**src/rtl/alu_pkg.sv**
```systemverilog
// Shared definitions for the sequential ALU: ISA opcodes, FSM states and
// the predicate that routes an opcode to the iterative multiply/divide unit.
package alu_pkg;

   localparam logic [4:0] OP_LDW  = 5'b00000;
   localparam logic [4:0] OP_LDWI = 5'b00001;
   localparam logic [4:0] OP_STW  = 5'b00010;
   localparam logic [4:0] OP_ADD  = 5'b00011;
   localparam logic [4:0] OP_SUB  = 5'b00100;
   localparam logic [4:0] OP_SHR  = 5'b00101;
   localparam logic [4:0] OP_SHL  = 5'b00110;
   localparam logic [4:0] OP_ROR  = 5'b00111;
   localparam logic [4:0] OP_ROL  = 5'b01000;
   localparam logic [4:0] OP_AND  = 5'b01001;
   localparam logic [4:0] OP_OR   = 5'b01010;
   localparam logic [4:0] OP_ADDI = 5'b01011;
   localparam logic [4:0] OP_ANDI = 5'b01100;
   localparam logic [4:0] OP_ORI  = 5'b01101;
   localparam logic [4:0] OP_MUL  = 5'b01110;
   localparam logic [4:0] OP_DIV  = 5'b01111;
   localparam logic [4:0] OP_NEG  = 5'b10000;
   localparam logic [4:0] OP_NOT  = 5'b10001;
   localparam logic [4:0] OP_BR   = 5'b10010;
   localparam logic [4:0] OP_JR   = 5'b10011;
   localparam logic [4:0] OP_JAL  = 5'b10100;
   localparam logic [4:0] OP_IN   = 5'b10101;
   localparam logic [4:0] OP_OUT  = 5'b10110;
   localparam logic [4:0] OP_MFHI = 5'b10111;
   localparam logic [4:0] OP_MFLO = 5'b11000;
   localparam logic [4:0] OP_NOP  = 5'b11001;
   localparam logic [4:0] OP_HALT = 5'b11010;

   typedef enum logic [1:0] {IDLE, ITER, FIX, DONE} state_t;

   function automatic logic is_iterative(input logic [4:0] op);
      return (op == OP_MUL) || (op == OP_DIV);
   endfunction

endpackage

```
**src/rtl/seq_muldiv_unit.sv**
```systemverilog
// Iterative signed multiply (radix-2 shift-add) and divide (restoring) on
// operand magnitudes; signs are reapplied by the fix strobe.
module seq_muldiv_unit
   import alu_pkg::*;
#(
   parameter int WIDTH = 32
) (
   input  logic               clk,
   input  logic               clr,
   input  logic               load,
   input  logic               step,
   input  logic               fix,
   input  logic               is_div,
   input  logic [WIDTH-1:0]   a,
   input  logic [WIDTH-1:0]   b,
   output logic               last,
   output logic [2*WIDTH-1:0] res,
   output logic               dz
);

   localparam int CW = $clog2(WIDTH + 1);

   function automatic logic [WIDTH-1:0] mag(input logic signed [WIDTH-1:0] v);
      return v[WIDTH-1] ? $unsigned(-v) : $unsigned(v);
   endfunction

   function automatic logic [WIDTH-1:0] sign_w(input logic neg, input logic [WIDTH-1:0] v);
      return neg ? -v : v;
   endfunction

   function automatic logic [2*WIDTH-1:0] sign_2w(input logic neg, input logic [2*WIDTH-1:0] v);
      return neg ? -v : v;
   endfunction

   logic               is_div_r, neg_q_r, neg_a_r, zero_r, dz_r;
   logic [WIDTH-1:0]   mag_b_r, lo_r, lo_nxt, quo_fix;
   logic [WIDTH:0]     hi_r, hi_nxt, mul_sum, div_shift, div_trial;
   logic [CW-1:0]      cnt_r;
   logic [2*WIDTH-1:0] res_r, fixed;

   // hi holds the running partial product (mul) or partial remainder (div);
   // lo holds the multiplier being shifted out or the quotient shifted in.
   always_comb begin
      hi_nxt    = hi_r;
      lo_nxt    = lo_r;
      mul_sum   = {1'b0, hi_r[WIDTH-1:0]} + (lo_r[0] ? {1'b0, mag_b_r} : '0);
      div_shift = {hi_r[WIDTH-1:0], lo_r[WIDTH-1]};
      div_trial = div_shift - {1'b0, mag_b_r};
      if (is_div_r) begin
         if (!div_trial[WIDTH]) begin
            hi_nxt = div_trial;
            lo_nxt = {lo_r[WIDTH-2:0], 1'b1};
         end else begin
            hi_nxt = div_shift;
            lo_nxt = {lo_r[WIDTH-2:0], 1'b0};
         end
      end else begin
         hi_nxt = {1'b0, mul_sum[WIDTH:1]};
         lo_nxt = {mul_sum[0], lo_r[WIDTH-1:1]};
      end
   end

   // A zero divisor leaves the remainder equal to |RA|, so the sign fix restores RA in HI.
   always_comb begin
      quo_fix = zero_r ? {WIDTH{1'b1}} : sign_w(neg_q_r, lo_r);
      if (is_div_r)
         fixed = {sign_w(neg_a_r, hi_r[WIDTH-1:0]), quo_fix};
      else
         fixed = sign_2w(neg_q_r, {hi_r[WIDTH-1:0], lo_r});
   end

   always_ff @(posedge clk) begin
      if (clr) begin
         cnt_r <= '0;
         res_r <= '0;
         dz_r  <= 1'b0;
      end else if (load) begin
         is_div_r <= is_div;
         neg_q_r  <= a[WIDTH-1] ^ b[WIDTH-1];
         neg_a_r  <= a[WIDTH-1];
         zero_r   <= is_div && (b == '0);
         mag_b_r  <= mag(b);
         hi_r     <= '0;
         lo_r     <= mag(a);
         cnt_r    <= CW'(WIDTH);
         dz_r     <= 1'b0;
      end else if (step) begin
         hi_r  <= hi_nxt;
         lo_r  <= lo_nxt;
         cnt_r <= cnt_r - 1'b1;
      end else if (fix) begin
         res_r <= fixed;
         dz_r  <= is_div_r & zero_r;
      end
   end

   assign last = (cnt_r == CW'(1));
   assign res  = res_r;
   assign dz   = dz_r;

endmodule

```
**src/rtl/seq_alu.sv**
```systemverilog
// Multi-cycle ALU: single-cycle ops finish one cycle after issue, multiply
// and divide iterate in seq_muldiv_unit under a start/done handshake.
module seq_alu
   import alu_pkg::*;
#(
   parameter int WIDTH = 32,
   parameter int SHW   = $clog2(WIDTH)
) (
   input  logic               clk,
   input  logic               clr,
   input  logic               start,
   input  logic [4:0]         opcode,
   input  logic [WIDTH-1:0]   RA,
   input  logic [WIDTH-1:0]   RB,
   input  logic [WIDTH-1:0]   RPC,
   input  logic               IncPC,
   input  logic               brn_flag,
   output logic [2*WIDTH-1:0] RC,
   output logic [WIDTH-1:0]   aluPC,
   output logic               busy,
   output logic               done,
   output logic               div_zero
);

   state_t state, state_nxt;

   logic                    sc_issue, md_load, md_step, md_fix, md_last, md_dz;
   logic                    use_md_r;
   logic [2*WIDTH-1:0]      md_res, rc_r, rot_l, rot_r;
   logic [WIDTH-1:0]        pc_r, pc_pend, pc_dflt, pc_sum, sc_lo, sc_pc;
   logic [SHW-1:0]          amt;
   logic signed [WIDTH-1:0] ra_s;

   seq_muldiv_unit #(.WIDTH(WIDTH)) u_muldiv (
      .clk    (clk),
      .clr    (clr),
      .load   (md_load),
      .step   (md_step),
      .fix    (md_fix),
      .is_div (opcode == OP_DIV),
      .a      (RA),
      .b      (RB),
      .last   (md_last),
      .res    (md_res),
      .dz     (md_dz)
   );

   assign ra_s    = RA;
   assign amt     = RB[SHW-1:0];
   assign pc_dflt = IncPC ? RPC + WIDTH'(1) : RPC;
   assign pc_sum  = RA + RB;

   always_comb begin
      sc_lo = '0;
      sc_pc = pc_dflt;
      rot_l = {RA, RA} << amt;
      rot_r = {RA, RA} >> amt;
      case (opcode)
         OP_LDW, OP_LDWI, OP_STW,
         OP_ADD, OP_ADDI:         sc_lo = RA + RB;
         OP_SUB:                  sc_lo = RA - RB;
         OP_AND, OP_ANDI:         sc_lo = RA & RB;
         OP_OR, OP_ORI:           sc_lo = RA | RB;
         OP_SHL:                  sc_lo = RA << amt;
         OP_SHR:                  sc_lo = RA >> amt;
         OP_ROL:                  sc_lo = rot_l[2*WIDTH-1:WIDTH];
         OP_ROR:                  sc_lo = rot_r[WIDTH-1:0];
         OP_NEG:                  sc_lo = $unsigned(-ra_s);
         OP_NOT:                  sc_lo = ~RB;
         OP_BR:                   if (brn_flag) sc_pc = pc_sum;
         OP_JR:                   sc_pc = pc_sum;
         OP_JAL: begin
            sc_pc = pc_sum;
            sc_lo = RPC + WIDTH'(1);
         end
         default: ;
      endcase
   end

   always_comb begin
      state_nxt = state;
      sc_issue  = 1'b0;
      md_load   = 1'b0;
      md_step   = 1'b0;
      md_fix    = 1'b0;
      busy      = (state != IDLE);
      done      = (state == DONE);
      case (state)
         IDLE: if (start) begin
            if (is_iterative(opcode)) begin
               md_load   = 1'b1;
               state_nxt = ITER;
            end else begin
               sc_issue  = 1'b1;
               state_nxt = DONE;
            end
         end
         ITER: begin
            md_step = 1'b1;
            if (md_last) state_nxt = FIX;
         end
         FIX: begin
            md_fix    = 1'b1;
            state_nxt = DONE;
         end
         default: state_nxt = IDLE;
      endcase
   end

   // Results land in the output registers only on the edge that enters DONE.
   always_ff @(posedge clk) begin
      if (clr) begin
         state    <= IDLE;
         rc_r     <= '0;
         pc_r     <= '0;
         use_md_r <= 1'b0;
      end else begin
         state <= state_nxt;
         if (sc_issue) begin
            rc_r     <= {{WIDTH{1'b0}}, sc_lo};
            pc_r     <= sc_pc;
            use_md_r <= 1'b0;
         end
         if (md_load) pc_pend <= pc_dflt;
         if (md_fix) begin
            pc_r     <= pc_pend;
            use_md_r <= 1'b1;
         end
      end
   end

   assign RC       = use_md_r ? md_res : rc_r;
   assign aluPC    = pc_r;
   assign div_zero = use_md_r & md_dz;

endmodule

```
**config.mk**
```make
export PLATFORM = sky130hd
export DESIGN_NAME = seq_alu
export DESIGN_NICKNAME = d
export VERILOG_FILES = /design/src/rtl/alu_pkg.sv /design/src/rtl/seq_muldiv_unit.sv /design/src/rtl/seq_alu.sv
export SDC_FILE = /design/constraint.sdc
export NUM_CORES = 1
export LEC_CHECK = 0
export BUFFER_PORTS_ARGS = -buffer_cell sky130_fd_sc_hd__buf_2
export CAP_MARGIN = 10
export CELL_PAD_IN_SITES_DETAIL_PLACEMENT = 2
export CELL_PAD_IN_SITES_GLOBAL_PLACEMENT = 2
export CORE_MARGIN = 2
export CORE_UTILIZATION = 34
export CTS_BUF_LIST = sky130_fd_sc_hd__clkbuf_4 sky130_fd_sc_hd__clkbuf_8
export CTS_CLUSTER_DIAMETER = 200
export CTS_CLUSTER_SIZE = 24
export DETAILED_ROUTE_END_ITERATION = 12
export GPL_TIMING_DRIVEN = 1
export PLACE_DENSITY = 0.78
export REMOVE_ABC_BUFFERS = 1
export SLEW_MARGIN = 25
export SYNTH_ARGS = -nofsm -noshare
export SYNTH_HDL_FRONTEND = slang
export SYNTH_SLANG_ARGS = --single-unit
```
**constraint.sdc**
```tcl
create_clock -name clk -period 4.95 [get_ports clk]
set_clock_uncertainty 0.15 [all_clocks]
set_input_delay 0.495 -clock clk [delete_from_list [all_inputs] [get_ports clk]]
set_output_delay 0.495 -clock clk [all_outputs]
set_load 0.05 [all_outputs]
```
==> results of run 1 <==
[through the flow]
step	setup TNS [ps]	hold slack, ps	std cells
after global placement	0	293.1	4984
after floorplan	-124670	271.1	3495
after CTS	0	38.04	5010
final	0	68.11	5018
after detailed placement	0	303.0	4985
after global routing	0	59.62	5013
[cells by family (layout without fill, tap and decap cells)]
kind of cell	count (synthesis)	after routing
AOI/OAI and AO/OA	1173	1173
xor gates and xnor gates	300	300
and+or+nand+nor	1203	1203
adders and majority gates	193	193
other	0	8
buffers and inverters	427	539
muxes	198	198
DFF	270	270
[area by class of cell]
type / instances / share of cell area (%)
tap: 1134 / 4.457
antenna: 8 / 0.06289
multi-input combinational: 3067 / 64.35
inverter: 158 / 1.863
clock buffer: 23 / 0.8372
timing repair buffer: 356 / 7.232
clock inverter: 2 / 0.06289
sequential: 270 / 21.13
[per-layer routing]
metal / global-route usage (%) / share of wire (%) / vias up
met2: 57.09 / 46 / 1192
li1: - / - / 13836
met3: 3.333 / 5.6 / 304
met1: 45.00 / 42 / 16163
met5: 0 / 0.014 / -
met4: 17.11 / 5.6 / 4
[worst register-to-register path, cell delays in order, from the launching register on]
cell                        delay [ps]
sky130_fd_sc_hd__edfxtp_1          490
sky130_fd_sc_hd__inv_1             170
sky130_fd_sc_hd__ha_1              270
sky130_fd_sc_hd__fa_1              420
sky130_fd_sc_hd__nand2b_1          200
sky130_fd_sc_hd__a21oi_1           310
sky130_fd_sc_hd__o211ai_1          250
sky130_fd_sc_hd__nand2_1           230
sky130_fd_sc_hd__nand2_1           150
sky130_fd_sc_hd__a2bb2oi_1         440
sky130_fd_sc_hd__nor2_1            150
sky130_fd_sc_hd__a211oi_4          270
sky130_fd_sc_hd__buf_12            270
sky130_fd_sc_hd__buf_4             320
sky130_fd_sc_hd__nor2_1             80
sky130_fd_sc_hd__a21oi_1           160
sky130_fd_sc_hd__o22ai_1           120
[cell usage in the layout (no fill, tap or decap), drive strengths merged, types with 64 or more instances in the layout]
master,count
nor2,459
buf,356
a21oi,312
nand2,307
o21ai,286
xnor2,206
ha,189
inv,160
dfxtp,138
edfxtp,132
mux2i,121
xor2,94
a211oi,88
nor3,81
nand3,70
o22ai,64
[worst min-delay path by stage]
stage	endpoint	slack, ps	cells past startpoint
6_report	pc_pend[21]$_DFFE_PP_	70	2
3_5_place_dp	rc_r[5]$_SDFFE_PP0P_	300	2
3_3_place_gp	rc_r[1]$_SDFFE_PP0P_	290	2
4_1_cts	pc_pend[31]$_DFFE_PP_	40	2
5_1_grt	pc_pend[31]$_DFFE_PP_	60	2
2_1_floorplan	rc_r[19]$_SDFFE_PP0P_	270	2
[report_power, final]
part           internal (mW)  total, mW  switching, mW
Clock                  0.357       1.20          0.848
Sequential              2.81       3.22          0.413
Combinational           1.71       5.34           3.62
Total                   4.88       9.76           4.88
[sequential cells by signal (all words and copies together) (netlist names), 2 cells and up]
| register | count |
|---|---|
| u_muldiv.lo_r | 32 |
| u_muldiv.hi_r | 32 |
| u_muldiv.cnt_r | 6 |
| u_muldiv.mag_b_r | 32 |
| aluPC | 32 |
| u_muldiv.res | 64 |
| pc_pend | 32 |
| rc_r | 32 |
| state | 2 |
==> metrics.csv, run 1 <==
stage,metric,value,unit
finish,area occupied by multi-input gates,0.02048,mm2
placed_design,Post-Place Worst Slack,124.0,ps
synth,synthesized area per cell,7.635,um2
synth,synthesized instance count,3764,
synth,mux cell area share after synthesis,7.937,%
grt,vias in the first global route,32191,
min_path,Worst Hold Class,primary input to flip-flop,
floorplanning,total core area,0.08369,mm2
synth,number of distinct library cells after synthesis,88,
sta,min Tclk post-route,4730,ps
routing,DRC viols,0,
worst_setup_path,Crit Path Category,flip-flop to flip-flop,
outcome,run status,"complete, no violations",
worst_setup_path,data required time of the critical path,5140,ps
finish,proportion of layout cells with a drive suffix above 1,13.34,%
synth,share of the synthesized area in the top cell type,13.79,%
placed_design,post-DP HPWL,122500,um
worst_setup_path,worst reg2reg path startpoint,u_muldiv.lo_r[31]$_DFFE_PP_,
sta,final cycle utilization of the critical path,95.56,%
synth,share of the synthesized area in compound gates (AO/OA/AOI/OAI),26.17,%
finish,synthesis-to-finish area growth,10.77,%
worst_setup_path,slowest stage cell on the critical path,sky130_fd_sc_hd__edfxtp_1,
synth,share of synthesized flip-flops with an asynchronous set or reset,0,%
sta,Max Fclk,211.4,MHz
floorplanning,initial core utilization,34.34,%
placed_design,placer's final routability congestion estimate,1.029,
routing,number of search-and-repair iterations in the first detailed-routing pass,6,
sta,worst-case headroom to the max-slew limit,26.78,%
power_and_ir_drop,post-layout total power,9.763,mW
synth,post-synthesis cell type with the largest combined area,sky130_fd_sc_hd__edfxtp_1,
worst_setup_path,endpoint arrival time on the critical path,4920,ps
finish,fill cell count,9880,
synth,"FF+latch count, synth",270,
synth,"Primary FF master, synth",sky130_fd_sc_hd__dfxtp_1,
worst_setup_path,startpoint type of the worst setup path,flip-flop,
worst_setup_path,"Cell Chain, Critical Path",inv_1 > ha_1 > fa_1 > nand2b_1 > a21oi_1 > o211ai_1 > nand2_1 > nand2_1 > a2bb2oi_1 > nor2_1 > a211oi_4 > buf_12 > buf_4 > nor2_1 > a21oi_1 > o22ai_1,
worst_setup_path,depth of the worst register-to-register path,16,
routing,Via Count,31499,
grt,GR Overflow Total,0,
synth,largest family of logic cells by synthesized area,compound AO/OA/AOI/OAI gates,
worst_setup_path,R2R Path End,u_muldiv.hi_r[4]$_SDFFCE_PP0P_,
placed_design,Port-buffer cells,204,
clock_tree,maximum buffer depth of the clock tree,3,
grt,number of antenna violations at the first check in global routing,11,
power_and_ir_drop,Pwr per Cell Area,306.7,mW/mm2
flow_run,Max Cap Viol,0,
sta,final setup violating endpoints,0,
worst_setup_path,Crit. End Element,flip-flop,
synth,largest cells by area after synthesis,"sky130_fd_sc_hd__edfxtp_1, sky130_fd_sc_hd__dfxtp_1, sky130_fd_sc_hd__ha_1",
worst_setup_path,critical path endpoint,u_muldiv.hi_r[4]$_SDFFCE_PP0P_,
finish,Layout Nets,4167,
clock_tree,number of buffers added for setup after CTS,0,
worst_setup_path,peak per-stage delay on the critical path,490,ps
worst_setup_path,top fanout value on the critical path,38,
worst_setup_path,CP Depth,16,
min_path,Worst Min Path Start,RPC[21],
floorplanning,# IOs,205,
synth,fraction of the yosys area taken by sequential cells,23.41,%
grt,largest net degree at the start of global routing,93,
clock_tree,hold buffers post-CTS,0,
sta,final hold violations,0,
clock_tree,number of clock buffers inserted by TritonCTS,15,
synth,most common library cells after synthesis,"sky130_fd_sc_hd__nor2_1, sky130_fd_sc_hd__a21oi_1, sky130_fd_sc_hd__nand2_1",
placed_design,standard cell area after detailed placement,0.03153,mm2
synth,Adder-Cell Fraction of Synth Area,8.507,%
finish,final core area utilization,38.04,%
clock_tree,maximum level of the CTS H-tree,1,
grt,global-route wire length before repair,224100,um
floorplanning,cell row count,106,
power_and_ir_drop,leakage power,12.72,nW
worst_setup_path,launch point of the critical path,u_muldiv.lo_r[31]$_DFFE_PP_,
sta,setup repair after global routing missed its margin,no,
synth,number of synthesized flops with an enable pin,132,
clock_tree,latest clock arrival within the worst-skew pair,640,ps
synth,XOR/XNOR share of the synthesized area,9.143,%
worst_setup_path,"Buf+Inv Stages, Crit Path",3,
finish,area of all sequential standard cells,0.006728,mm2
synth,Yosys warning count,0,
routing,via count normalized by instance count,6.277,
sta,fin. max-slew vios,0,
clock_tree,# clock sinks,270,
worst_setup_path,crit-path leading delay family,compound AO/OA/AOI/OAI gates,
routing,Iteration-0 DRC Markers,2863,
power_and_ir_drop,Worst IR Drop VDD,0.1745,mV
synth,Post-Syn Area,0.02874,mm2
clock_tree,count of instances resized after the clock tree is built,0,
synth,"count leader, synth",sky130_fd_sc_hd__nor2_1,
routing,WL per Instance,30.74,um
sta,actual slew at the worst max-slew pin,1088,ps
floorplanning,Horiz. Die Dim,294.7,um
clock_tree,clock slew at reported path FFs,200,ps
routing,final wirelength,154300,um
synth,simple-gate share of the synthesized area,19.16,%
clock_tree,TritonCTS clock tree,done,
routing,Final ANT Viol Nets,0,
sta,worst setup margin,219.6,ps
floorplanning,vertical die dimension,294.7,um
finish,post-route design area,0.03183,mm2
worst_setup_path,setup slack of the worst register-to-register path,220,ps
floorplanning,die footprint,0.08687,mm2
clock_tree,Root Driver,sky130_fd_sc_hd__clkbuf_8,
grt,overall routing resource usage,34.59,%
Note: power is estimated with default switching activity, not from simulation.
==> run 2, diff against run 1 <==
--- a/config.mk
+++ b/config.mk
@@ -9,14 +9,14 @@
 export CAP_MARGIN = 10
 export CELL_PAD_IN_SITES_DETAIL_PLACEMENT = 2
 export CELL_PAD_IN_SITES_GLOBAL_PLACEMENT = 2
-export CORE_MARGIN = 2
 export CORE_UTILIZATION = 34
 export CTS_BUF_LIST = sky130_fd_sc_hd__clkbuf_4 sky130_fd_sc_hd__clkbuf_8
 export CTS_CLUSTER_DIAMETER = 200
 export CTS_CLUSTER_SIZE = 24
 export DETAILED_ROUTE_END_ITERATION = 12
 export GPL_TIMING_DRIVEN = 1
-export PLACE_DENSITY = 0.78
+export HOLD_SLACK_MARGIN = 0.12
+export PLACE_DENSITY_LB_ADDON = 0.1
 export REMOVE_ABC_BUFFERS = 1
 export SLEW_MARGIN = 25
 export SYNTH_ARGS = -nofsm -noshare
==> metrics.csv, run 2 (synthesized netlist as in run 1, its figures left out) <==
stage,metric,value,unit
worst_setup_path,startpoint type of the worst setup path,flip-flop,
routing,Final ANT Viol Nets,0,
min_path,hold path endpoint,pc_pend[3]$_DFFE_PP_,
placed_design,Port-buffer cells,204,
floorplanning,Horiz. Die Dim,292.7,um
floorplanning,vertical die dimension,292.7,um
power_and_ir_drop,Pwr per Cell Area,305.4,mW/mm2
sta,Max Fclk,213.7,MHz
grt,GR Overflow Total,0,
finish,fill cell count,9657,
placed_design,post-DP HPWL,129900,um
worst_setup_path,endpoint arrival time on the critical path,4970,ps
finish,area of all sequential standard cells,0.006728,mm2
routing,via count normalized by instance count,6.224,
clock_tree,hold buffers post-CTS,56,
finish,number of flip-flops in the largest register,64,
min_path,Worst Hold Class,primary input to flip-flop,
grt,overall routing resource usage,37.26,%
placed_design,placer's final routability congestion estimate,1.007,
clock_tree,maximum buffer depth of the clock tree,3,
clock_tree,number of clock buffers inserted by TritonCTS,15,
clock_tree,clock slew at reported path FFs,180,ps
flow_run,Max Cap Viol,0,
placed_design,standard cell area after detailed placement,0.03172,mm2
floorplanning,total core area,0.08369,mm2
routing,WL per Instance,32.20,um
sta,min Tclk post-route,4680,ps
min_path,Worst Min Path Start,RPC[3],
finish,Layout Nets,4253,
clock_tree,number of buffers added for setup after CTS,0,
finish,post-route design area,0.03259,mm2
sta,worst setup margin,270.3,ps
routing,final wirelength,164300,um
worst_setup_path,Crit. End Element,flip-flop,
floorplanning,initial core utilization,34.34,%
grt,largest net degree at the start of global routing,101,
routing,Iteration-0 DRC Markers,2390,
power_and_ir_drop,Worst IR Drop VDD,0.3088,mV
clock_tree,Root Driver,sky130_fd_sc_hd__clkbuf_8,
clock_tree,maximum level of the CTS H-tree,1,
grt,vias in the first global route,33419,
worst_setup_path,peak per-stage delay on the critical path,650,ps
worst_setup_path,data required time of the critical path,5240,ps
floorplanning,cell row count,106,
worst_setup_path,worst reg2reg path startpoint,u_muldiv.hi_r[0]$_SDFFCE_PP0P_,
sta,actual slew at the worst max-slew pin,1100,ps
finish,synthesis-to-finish area growth,13.41,%
grt,global-route wire length before repair,236800,um
min_path,worst hold stages,2,
grt,number of antenna violations at the first check in global routing,10,
routing,Via Count,31757,
worst_setup_path,depth of the worst register-to-register path,14,
sta,final cycle utilization of the critical path,94.54,%
placed_design,Post-Place Worst Slack,189.3,ps
finish,"commonest non-fill, non-tap cells in the layout","sky130_fd_sc_hd__nor2_1, sky130_fd_sc_hd__a21oi_1, sky130_fd_sc_hd__nand2_1, sky130_fd_sc_hd__o21ai_0, sky130_fd_sc_hd__xnor2_1",
clock_tree,latest clock arrival within the worst-skew pair,710,ps
worst_setup_path,R2R Path End,u_muldiv.hi_r[7]$_SDFFCE_PP0P_,
sta,fin. max-slew vios,0,
routing,number of search-and-repair iterations in the first detailed-routing pass,5,
floorplanning,# IOs,205,
clock_tree,# clock sinks,270,
clock_tree,count of instances resized after the clock tree is built,0,
sta,worst-case headroom to the max-slew limit,26.68,%
outcome,run status,"complete, no violations",
power_and_ir_drop,leakage power,13.10,nW
routing,DRC viols,0,
worst_setup_path,Crit Path Category,flip-flop to flip-flop,
finish,"most common cell after layout, fill and taps aside",sky130_fd_sc_hd__nor2_1,
finish,area occupied by multi-input gates,0.02048,mm2
sta,final hold violations,0,
sta,setup repair after global routing missed its margin,no,
worst_setup_path,setup slack of the worst register-to-register path,270,ps
worst_setup_path,"Cell Chain, Critical Path",inv_1 > fa_1 > nand2b_1 > a21oi_1 > o211ai_1 > nand2_1 > nand2_1 > a2bb2oi_1 > nor2_1 > a211oi_4 > buf_12 > mux2_2 > a21oi_1 > nor2_1,
worst_setup_path,slowest stage cell on the critical path,sky130_fd_sc_hd__edfxtp_1,
clock_tree,TritonCTS clock tree,done,
floorplanning,die footprint,0.08569,mm2
finish,proportion of layout cells with a drive suffix above 1,13.80,%
sta,final setup violating endpoints,0,
worst_setup_path,top fanout value on the critical path,52,
-- run 2: metrics by stage --
stage | setup TNS, ps | power [mW] | instances | hold slack, ps | utilization [%]
finish | 0 | 9.954 | 5102 | 162.7 | 38.95
global route | 0 | 10.41 | 5099 | 147.4 | 38.94
CTS | 0 | 9.935 | 5097 | 123.8 | 38.93
detailed placement | 0 | 8.616 | 5015 | 310.1 | 37.91
global placement | 0 | 8.391 | 5014 | 290.2 | 37.89
floorplan | -124670 | 6.425 | 3495 | 271.1 | -
-- run 2: layout make-up --
type / instances / share of cell area, %
Antenna cell: 5 / 0.03839
Clock buffer: 23 / 0.8177
Clock inverter: 3 / 0.08830
Inverter: 158 / 1.820
Multi-Input combinational cell: 3067 / 62.84
Sequential cell: 270 / 20.64
Tap cell: 1134 / 4.353
Timing Repair Buffer: 442 / 9.398
-- run 2: power by group --
group / switching [mW] / internal (mW)
Clock: 0.901 / 0.358
Combinational: 3.71 / 1.77
Sequential: 0.412 / 2.81
Total: 5.02 / 4.93
-- run 2: worst max-delay path: cells and delay by family, from the launching register on --
kind | cells | cell delay, ps
adder cells (fa/ha/maj) | 1 | 470
flip-flops | 1 | 650
multiplexers | 1 | 380
AND/OR/NAND/NOR | 5 | 830
AO/OA/AOI/OAI | 5 | 1420
buffers and inverters | 2 | 440
-- run 2: how the worst max path moves through the flow --
stage / start / endpoint / slack (ps)
floorplan: opcode[3] / u_muldiv.hi_r[0]$_SDFFCE_PP0P_ / -1560
global placement: RB[0] / rc_r[30]$_SDFFE_PP0P_ / 310
detailed placement: RA[0] / rc_r[22]$_SDFFE_PP0P_ / 190
CTS: u_muldiv.hi_r[0]$_SDFFCE_PP0P_ / u_muldiv.hi_r[15]$_SDFFCE_PP0P_ / 320
global route: u_muldiv.hi_r[0]$_SDFFCE_PP0P_ / u_muldiv.hi_r[7]$_SDFFCE_PP0P_ / 2
finish: u_muldiv.hi_r[0]$_SDFFCE_PP0P_ / u_muldiv.hi_r[7]$_SDFFCE_PP0P_ / 270
-- run 2: metal layers --
metal / GRT usage (%) / wire length (um) / vias up
met3: 3.536 / 7555 / 313
met2: 61.77 / 76090 / 1053
li1: - / - / 14024
met1: 46.85 / 69060 / 16359
met5: 0 / 51 / -
met4: 22.36 / 11520 / 8
==> run 3, diff against run 2 <==
--- a/config.mk
+++ b/config.mk
@@ -5,6 +5,7 @@
 export SDC_FILE = /design/constraint.sdc
 export NUM_CORES = 1
 export LEC_CHECK = 0
+export ABC_AREA = 1
 export BUFFER_PORTS_ARGS = -buffer_cell sky130_fd_sc_hd__buf_2
 export CAP_MARGIN = 10
 export CELL_PAD_IN_SITES_DETAIL_PLACEMENT = 2
==> constraint.sdc (replaced) <==
create_clock -name clk -period 4.5 [get_ports clk]
set_clock_uncertainty 0.15 [all_clocks]
set_input_delay 0.45 -clock clk [delete_from_list [all_inputs] [get_ports clk]]
set_output_delay 0.45 -clock clk [all_outputs]
set_load 0.05 [all_outputs]
==> metrics.csv, run 3 <==
stage,metric,value,unit
worst_setup_path,worst reg2reg path startpoint,u_muldiv.lo_r[31]$_DFFE_PP_,
outcome,run status,"complete, no violations",
synth,"count leader, synth",sky130_fd_sc_hd__nand2_1,
worst_setup_path,CP Depth,12,
synth,"Primary FF master, synth",sky130_fd_sc_hd__dfxtp_1,
sta,setup repair after global routing missed its margin,no,
clock_tree,hold buffers post-CTS,19,
grt,global-route wire length before repair,313600,um
clock_tree,number of buffers added for setup after CTS,0,
min_path,Worst Hold Class,primary input to flip-flop,
synth,largest family of logic cells by synthesized area,simple AND/OR/NAND/NOR gates,
worst_setup_path,depth of the worst register-to-register path,12,
worst_setup_path,setup slack of the worst register-to-register path,690,ps
sta,min Tclk post-route,3806,ps
sta,summed negative setup slack over all endpoints,0,ps
routing,via count normalized by instance count,6.000,
clock_tree,latest clock arrival within the worst-skew pair,670,ps
synth,synthesized instance count,5729,
synth,share of the synthesized area in compound gates (AO/OA/AOI/OAI),15.01,%
synth,number of synthesized flops with an enable pin,132,
finish,"commonest non-fill, non-tap cells in the layout","sky130_fd_sc_hd__nand2_1, sky130_fd_sc_hd__nand3_1, sky130_fd_sc_hd__inv_1, sky130_fd_sc_hd__nor2_1, sky130_fd_sc_hd__a21oi_1",
worst_setup_path,peak per-stage delay on the critical path,470,ps
grt,number of antenna violations at the first check in global routing,17,
floorplanning,initial core utilization,34.29,%
synth,XOR/XNOR share of the synthesized area,2.905,%
worst_setup_path,"Cell Chain, Critical Path",inv_1 > ha_1 > fa_1 > o21ai_2 > a21oi_2 > o21ai_4 > nand3_2 > nand3_2 > buf_4 > nand3_1 > nand3_1 > a21oi_1,
placed_design,post-DP HPWL,182700,um
finish,Layout Nets,6156,
routing,Final ANT Viol Nets,0,
routing,Via Count,42894,
sta,final cycle utilization of the critical path,84.57,%
synth,post-synthesis cell type with the largest combined area,sky130_fd_sc_hd__nand2_1,
synth,share of the synthesized area in the top cell type,18.46,%
finish,proportion of layout cells with a drive suffix above 1,8.456,%
floorplanning,total core area,0.09671,mm2
finish,final core area utilization,37.57,%
power_and_ir_drop,Worst IR Drop VDD,0.2959,mV
worst_setup_path,Crit. End Element,flip-flop,
routing,final wirelength,222000,um
grt,overall routing resource usage,43.76,%
worst_setup_path,launch point of the critical path,u_muldiv.lo_r[31]$_DFFE_PP_,
synth,mux cell area share after synthesis,0.9508,%
synth,Post-Syn Area,0.03316,mm2
grt,GR Overflow Total,0,
power_and_ir_drop,leakage power,17.92,nW
floorplanning,cell row count,114,
sta,final hold violations,0,
grt,vias in the first global route,44154,
worst_setup_path,"Buf+Inv Stages, Crit Path",2,
floorplanning,vertical die dimension,314.3,um
clock_tree,maximum buffer depth of the clock tree,3,
finish,number of flip-flops in the largest register,64,
worst_setup_path,Crit Path Category,flip-flop to flip-flop,
min_path,worst hold stages,3,
worst_setup_path,R2R Path End,u_muldiv.hi_r[31]$_SDFFCE_PP0P_,
sta,actual slew at the worst max-slew pin,1103,ps
synth,Adder-Cell Fraction of Synth Area,7.372,%
floorplanning,die footprint,0.09879,mm2
clock_tree,TritonCTS clock tree,done,
synth,Yosys warning count,0,
synth,largest cells by area after synthesis,"sky130_fd_sc_hd__nand2_1, sky130_fd_sc_hd__nand3_1, sky130_fd_sc_hd__edfxtp_1",
worst_setup_path,slowest stage cell on the critical path,sky130_fd_sc_hd__edfxtp_1,
clock_tree,# clock sinks,270,
clock_tree,clock slew at reported path FFs,190,ps
worst_setup_path,startpoint type of the worst setup path,flip-flop,
finish,"most common cell after layout, fill and taps aside",sky130_fd_sc_hd__nand2_1,
worst_setup_path,endpoint arrival time on the critical path,4090,ps
clock_tree,count of instances resized after the clock tree is built,0,
finish,synthesis-to-finish area growth,9.564,%
synth,most common library cells after synthesis,"sky130_fd_sc_hd__nand2_1, sky130_fd_sc_hd__nand3_1, sky130_fd_sc_hd__inv_1",
sta,worst-case headroom to the max-slew limit,25.68,%
worst_setup_path,data required time of the critical path,4780,ps
clock_tree,number of clock buffers inserted by TritonCTS,15,
floorplanning,Horiz. Die Dim,314.3,um
synth,share of synthesized flip-flops with an asynchronous set or reset,0,%
grt,largest net degree at the start of global routing,80,
routing,Iteration-0 DRC Markers,4117,
routing,WL per Instance,31.05,um
power_and_ir_drop,Pwr per Cell Area,326.1,mW/mm2
synth,"FF+latch count, synth",270,
sta,fin. max-slew vios,0,
routing,number of search-and-repair iterations in the first detailed-routing pass,5,
placed_design,Port-buffer cells,204,
worst_setup_path,top fanout value on the critical path,16,
flow_run,Max Cap Viol,0,
placed_design,placer's final routability congestion estimate,1.112,
floorplanning,# IOs,205,
sta,Max Fclk,262.8,MHz
synth,fraction of the yosys area taken by sequential cells,20.28,%
worst_setup_path,crit-path leading delay family,simple AND/OR/NAND/NOR gates,
sta,final setup violating endpoints,0,
synth,simple-gate share of the synthesized area,42.31,%
worst_setup_path,critical path endpoint,u_muldiv.hi_r[31]$_SDFFCE_PP0P_,
routing,DRC viols,0,
clock_tree,Root Driver,sky130_fd_sc_hd__clkbuf_8,
synth,number of distinct library cells after synthesis,64,
synth,synthesized area per cell,5.789,um2
clock_tree,maximum level of the CTS H-tree,1,
run 3: changes by cell type after synthesis, sizes merged, moves of 92 or more:
cell and delta:
nand2 +1334, nand3 +785, inv +541, xnor2 -195
nor2 +125, mux2i -121, clkbuf -98, o21ai +92
run 3: layout make-up:
cell class	count	area (um2)
Inverter	704	2644
Clock inverter	3	28.78
Sequential cell	270	6728
Fill cell	12571	60370
Antenna cell	7	17.52
Clock buffer	23	266.5
Timing Repair Buffer	348	2277
Tap cell	1276	1597
Multi-Input combinational cell	4518	22780
run 3: logic make-up after synthesis:
logic type | after synthesis
AO/OA/AOI/OAI | 904
XOR/XNOR | 110
adder cells (fa/ha/maj) | 193
buffers and inverters | 941
flip-flops | 270
multiplexers | 28
AND/OR/NAND/NOR | 3283
run 3: per-stage QoR:
stage | cells | setup slack [ps] | area, um2 | power [mW] | hold WS [ps]
2_1_floorplan | 5492 | -1927 | 32100 | 7.572 | 286.8
3_3_place_gp | 7097 | 595.2 | 35830 | 10.14 | 303.6
3_5_place_dp | 7097 | 565.2 | 35830 | 10.37 | 305.8
4_1_cts | 7142 | 736.8 | 36320 | 11.72 | 121.1
5_1_grt | 7144 | 607.3 | 36320 | 12.39 | 150.0
6_report | 7149 | 694.3 | 36330 | 11.85 | 144.3
run 3: tightest hold or removal path, delay by kind of cell:
kind	cells	cell delay (ps)
AO/OA/AOI/OAI	1	110
buffers and inverters	2	230
run 3: worst min-delay path by stage:
stage,from,to,slack [ps]
6_report,RPC[21],pc_pend[21]$_DFFE_PP_,140
2_1_floorplan,rc_r[0]$_SDFFE_PP0P_,rc_r[0]$_SDFFE_PP0P_,290
4_1_cts,RPC[5],pc_pend[5]$_DFFE_PP_,120
5_1_grt,RPC[3],pc_pend[3]$_DFFE_PP_,150
3_5_place_dp,aluPC[20]$_SDFFE_PP0P_,aluPC[20]$_SDFFE_PP0P_,310
3_3_place_gp,aluPC[30]$_SDFFE_PP0P_,aluPC[30]$_SDFFE_PP0P_,300
run 3: power by group:
| group | leakage (nW) | total, mW | switching, mW | internal [mW] |
|---|---|---|---|---|
| Sequential | 2.33 | 3.75 | 0.600 | 3.15 |
| Combinational | 15.4 | 6.76 | 4.99 | 1.76 |
| Clock | 0.156 | 1.34 | 0.945 | 0.395 |
run 3: per-layer routing:
layer  vias up  global-route usage [%]  part of all wire (%)
li1      19083                       -                     -
met2      1873                   70.32                    44
met5         -                       0                 0.031
met1     21255                   51.67                    39
met3       673                   6.996                   7.0
met4        10                   35.24                   9.7
